<file path="config.mk">
export PLATFORM = sky130hd
export DESIGN_NAME = fir_bank_mac_seq
export DESIGN_NICKNAME = d
export VERILOG_FILES = /design/src/rtl/fir_bank_mac_seq.sv
export SDC_FILE = /design/constraint.sdc
export NUM_CORES = 1
export LEC_CHECK = 0
export CORE_MARGIN = 2
export CORE_UTILIZATION = 55
export CTS_CLUSTER_SIZE = 30
export DETAILED_ROUTE_END_ITERATION = 8
export GPL_ROUTABILITY_DRIVEN = 0
export PLACE_DENSITY = 0.75
export SETUP_SLACK_MARGIN = 0.5
export SYNTH_ARGS = -nofsm -noshare
export SYNTH_HDL_FRONTEND = slang
export SYNTH_SLANG_ARGS = --single-unit
export TNS_END_PERCENT = 50
</file>
<file path="constraint.sdc">
create_clock -name clk -period 6.6 [get_ports clk]
set_input_delay 0.99 -clock clk [delete_from_list [all_inputs] [get_ports clk]]
set_output_delay 0.99 -clock clk [all_outputs]
set_load 0.01 [all_outputs]
</file>
<file path="src/rtl/fir_bank_mac_seq.sv">
// fir_bank_mac_seq: tap-phase sequencer, coefficient store and 3-stage
// signed MAC shared by one polyphase FIR bank. The bank feeds operands
// back on dsp_a/dsp_b and latches dsp_p at tap_addr == LATCH_ADDR.
module fir_bank_mac_seq #(
    parameter int M            = 20,
    parameter int BANK_LEN     = 6,
    parameter int INPUT_WIDTH  = 12,
    parameter int TAP_WIDTH    = 16,
    parameter int OUTPUT_WIDTH = 35,
    parameter int LATCH_ADDR   = 8
) (
    input  logic                           clk,
    input  logic                           rst_n,
    output logic [$clog2(M)-1:0]           tap_addr,
    output logic signed [TAP_WIDTH-1:0]    tap,
    output logic                           dsp_acc,
    input  logic signed [TAP_WIDTH-1:0]    dsp_a,
    input  logic signed [INPUT_WIDTH-1:0]  dsp_b,
    output logic signed [OUTPUT_WIDTH-1:0] dsp_p,
    input  logic                           coef_we,
    input  logic [$clog2(BANK_LEN)-1:0]    coef_waddr,
    input  logic signed [TAP_WIDTH-1:0]    coef_wdata,
    output logic                           frame_start,
    output logic                           dout_valid
);

    localparam int AW = $clog2(M);
    localparam int PW = TAP_WIDTH + INPUT_WIDTH;

    // phase counter
    logic [AW-1:0] tap_addr_q, tap_addr_d;
    logic [31:0]   addr32;
    logic [31:0]   waddr32;

    // coefficient store
    logic signed [TAP_WIDTH-1:0] coef_q [BANK_LEN];
    logic signed [TAP_WIDTH-1:0] coef_d [BANK_LEN];

    // MAC pipeline: stage 1 operands, stage 2 product, stage 3 accumulator
    logic signed [TAP_WIDTH-1:0]    a_q, a_d;
    logic signed [INPUT_WIDTH-1:0]  b_q, b_d;
    logic                           first1_q, first1_d;
    logic signed [PW-1:0]           m_q, m_d;
    logic                           first2_q, first2_d;
    logic signed [OUTPUT_WIDTH-1:0] dsp_p_q, dsp_p_d;
    logic signed [OUTPUT_WIDTH-1:0] m_ext;

    // dout_valid is held off until one full frame has run since reset
    logic armed_q, armed_d;
    logic dout_valid_q, dout_valid_d;

    assign addr32  = 32'(tap_addr_q);
    assign waddr32 = 32'(coef_waddr);

    // Free-running phase counter, tap lookup and frame control decode
    always_comb begin
        tap_addr_d  = (addr32 == M - 1) ? '0 : tap_addr_q + AW'(1);
        tap         = '0;
        for (int i = 0; i < BANK_LEN; i++) begin
            if (addr32 == i) tap = coef_q[i];
        end
        frame_start = (tap_addr_q == '0);
        dsp_acc     = (tap_addr_q != '0);
    end

    // Coefficient writes; out-of-range indices match no register and drop
    always_comb begin
        for (int i = 0; i < BANK_LEN; i++) begin
            coef_d[i] = coef_q[i];
            if (coef_we && (waddr32 == i)) coef_d[i] = coef_wdata;
        end
    end

    // MAC datapath: full-width signed product, sign-extended, wrapping add
    always_comb begin
        a_d      = dsp_a;
        b_d      = dsp_b;
        first1_d = (tap_addr_q == '0);
        m_d      = $signed({{INPUT_WIDTH{a_q[TAP_WIDTH-1]}}, a_q}) *
                   $signed({{TAP_WIDTH{b_q[INPUT_WIDTH-1]}}, b_q});
        first2_d = first1_q;
        m_ext    = {{(OUTPUT_WIDTH-PW){m_q[PW-1]}}, m_q};
        dsp_p_d  = first2_q ? m_ext : dsp_p_q + m_ext;
    end

    // Completion pulse: one cycle after the latch phase, once armed
    always_comb begin
        armed_d      = armed_q | (addr32 == M - 1);
        dout_valid_d = armed_q & (addr32 == LATCH_ADDR);
    end

    // State registers, all cleared asynchronously
    always_ff @(posedge clk or negedge rst_n) begin
        if (!rst_n) begin
            tap_addr_q   <= '0;
            for (int i = 0; i < BANK_LEN; i++) coef_q[i] <= '0;
            a_q          <= '0;
            b_q          <= '0;
            first1_q     <= 1'b0;
            m_q          <= '0;
            first2_q     <= 1'b0;
            dsp_p_q      <= '0;
            armed_q      <= 1'b0;
            dout_valid_q <= 1'b0;
        end else begin
            tap_addr_q   <= tap_addr_d;
            for (int i = 0; i < BANK_LEN; i++) coef_q[i] <= coef_d[i];
            a_q          <= a_d;
            b_q          <= b_d;
            first1_q     <= first1_d;
            m_q          <= m_d;
            first2_q     <= first2_d;
            dsp_p_q      <= dsp_p_d;
            armed_q      <= armed_d;
            dout_valid_q <= dout_valid_d;
        end
    end

    assign tap_addr   = tap_addr_q;
    assign dsp_p      = dsp_p_q;
    assign dout_valid = dout_valid_q;

endmodule

</file>
==> out/results.txt <==
# IOs: 109
CTS tree: done
worst reg2reg path startpoint: a_q[6]
Max Transition Viols Final: 0
Finished Layout Cells: 2036
critical path peak fanout: 12
cts-stage hold buffer count: 0
clk_lat worst skew: 0.45 ns
Detail Route Antenna Nets: 0
DP HPWL: 25400 um
Die X: 174 um
Starting Density: 55.8%
gr ovfl total: 0
fmax: 171 MHz
CP startpoint kind: register
Main synth FF type: dfrtp_1
clk slew on worst S/H paths: 0.08 ns
worst-margin pin slew: 1.28 ns
DRT Pass-1 Iters: 5
list of most frequent post-synthesis cells: 233 x inv_1, 196 x dfrtp_1, 179 x fa_1, 163 x nand2_1, 99 x mux2_2
worst r2r path cells: 19
R2R Setup Slk: 0.74 ns
post-synthesis sequential area ratio: 30.7%
Tcrit/Tclk final: 88.7%
DIE AREA: 0.0304 mm^2
syn avg cell area: 10.2 um^2
total clock sinks: 196
Detailed Route WL: 33000 um
Initial DRC Count: 744
nets@finish: 1965
via count: 11200
Setup TNS Final: 0 ns
initial antenna violation count: 0
H-tree depth: 4
CTS root buffer: clkbuf_16
synth warn: 0
sequential power share: 19.9%
tightest hold margin: 0.360 ns
Mapped Nets: 1898
placed insts: 2004
Die Ht: 174 um
worst r2r dst: m_q[27]
Fillers: 2273
via density per instance: 5.48
clk_skew: 0.0182 ns
combinational power share: 68.3%
flops & latches, synth: 196
kind of critical path: reg2reg
top cells by area, synth: dfrtp_1 31%, fa_1 22%, ha_1 7.6%
Sw Ratio: 44.6%
WP data required: 6.96 ns
Synth-to-Final Area Change: 13.0%
Post-synth EDFFs: 0
post-synth top area cell: dfrtp_1
Post-route DRC: 0
Overall Global Routing Usage: 23.0%
min Tclk post-route: 5.86 ns
diode count: 0
worst hold path type: reg2reg
RSZ-0062 raised after global routing: false
Distinct cells, synth: 60
area of the mapped netlist: 0.0160 mm^2
Fin. Hold Viols: 0
Cell Int Power: 5.27 mW
Peak VDD IR: 429 uV
CP endpoint kind: register
largest net degree at the start of global routing: 136
status: finished, final reports clean
row cnt: 62
Worst Path Arrival: 6.22 ns
clock share of power: 11.8%
Setup violations, final: 0
Critical Path Source: a_q[6]
PD cells: 526 mW/mm^2
Lkg Pwr: 8.45 nW
Worst Setup EP: m_q[27]
worst rel slew slack: 14.3%
vias in the first global route: 11400
post-synthesis cell count: 1572
CTS buffer count: 17
post-synth top area share: 30.7%
max-cap viol count: 0
floorplan core area: 0.0286 mm^2
global-route wire length before repair: 56200 um
Avg WL per Cell: 16.2 um
ys async rst share: 100%
layout cells sized above 1: 10.8%
Clock Tree Buf Depth: 2
I/O Buffers: 108
Psw: 4.23 mW
most common cell in the netlist: inv_1
==> logic make-up after synthesis <==
| logic type | share of synthesized area (%) |
|---|---|
| simple gates | 11.2 |
| buf+inv | 7.10 |
| fa+ha+maj | 30.0 |
| compound gates | 10.8 |
| flops | 30.7 |
| mux | 7.10 |
| xor+xnor | 3.07 |
==> area by class of cell <==
| type | count | area [um^2] | share of cell area, % |
|---|---|---|---|
| clock buffers | 17 | 425 | 2.36 |
| clock inverters | 15 | 203 | 1.12 |
| inverters | 233 | 875 | 4.85 |
| flip-flops and latches | 196 | 4920 | 27.3 |
| multi-input cells | 1074 | 9990 | 55.3 |
| repair buffers | 117 | 1150 | 6.39 |
| well taps | 384 | 480 | 2.66 |
==> worst min-delay path by stage <==
stage,startpoint,end,depth (start not counted)
finish,first1_q,first2_q,0
global route,first1_q,first2_q,0
CTS,first1_q,first2_q,0
detailed placement,first1_q,first2_q,0
global placement,first1_q,first2_q,0
floorplan,first1_q,first2_q,0
==> critical path, stage by stage, from the launching register on <==
cell and delay (ns):
dfrtp_1 0.61, nand2_1 0.17, fa_1 0.56, inv_1 0.04, ha_1 0.19, fa_1 0.56, inv_1 0.07, fa_1 0.48
fa_1 0.49, inv_1 0.04, ha_1 0.31, nor2b_4 0.14, o31a_1 0.27, or4_4 0.42, a221o_2 0.40, o21a_4 0.26
a2111oi_4 0.31, o21bai_1 0.12, a21oi_1 0.20, xnor2_1 0.14
==> metrics by stage <==
step	instance area (um^2)	setup WS, ns	util, %	power [mW]
6_report	18000	0.744	63.0	9.50
5_1_grt	18000	0.501	63.0	10.5
4_1_cts	18000	0.633	63.0	9.47
3_5_place_dp	17400	0.692	60.8	8.31
3_3_place_gp	17400	0.806	60.8	8.12
2_1_floorplan	16000	0.957	-	6.80
==> per-layer routing <==
metal	wire [um]	share of wire, %	track usage [%]	vias up
li1	-	-	-	5249
met1	15300	46	33.0	5578
met2	15200	46	35.6	295
met3	2100	6.3	5.34	40
met4	406	1.2	5.53	0
met5	0	0	0	-
==> cell usage in the layout (no fill, tap or decap), types with 17 or more instances in the layout <==
cell / count
inv_1: 233
dfrtp_1: 182
fa_1: 179
nand2_1: 163
clkdlybuf4s50_1: 107
mux2_2: 99
ha_1: 96
nor2_1: 80
a21oi_1: 70
and2_1: 64
o21ai_0: 58
xnor2_1: 44
a21o_1: 35
a221oi_1: 17
clkbuf_16: 17
==> flip-flops by register name (all words and copies together) (netlist names) <==
name	flops
a_q	16
armed_q	1
b_q	12
coef_q	96
dout_valid	1
dsp_p	35
first1_q	1
first2_q	1
m_q	28
tap_addr	5
==> timing repair <==
action                                  in CTS  in global routing
gates resized for setup                      0                 16
endpoints found under the setup margin       0                  4
buffers inserted                             0                  0
==> power groups by stage <==
| stage | combinational (mW) | clock (mW) | sequential (mW) |
|---|---|---|---|
| global route | 7.34 | 1.20 | 1.93 |
| detailed placement | 6.40 | 0 | 1.91 |
| global placement | 6.23 | 0 | 1.89 |
| finish | 6.49 | 1.12 | 1.89 |
| floorplan | 4.93 | 0 | 1.87 |
| CTS | 6.45 | 1.14 | 1.88 |
Note: power is estimated with default switching activity, not from simulation.
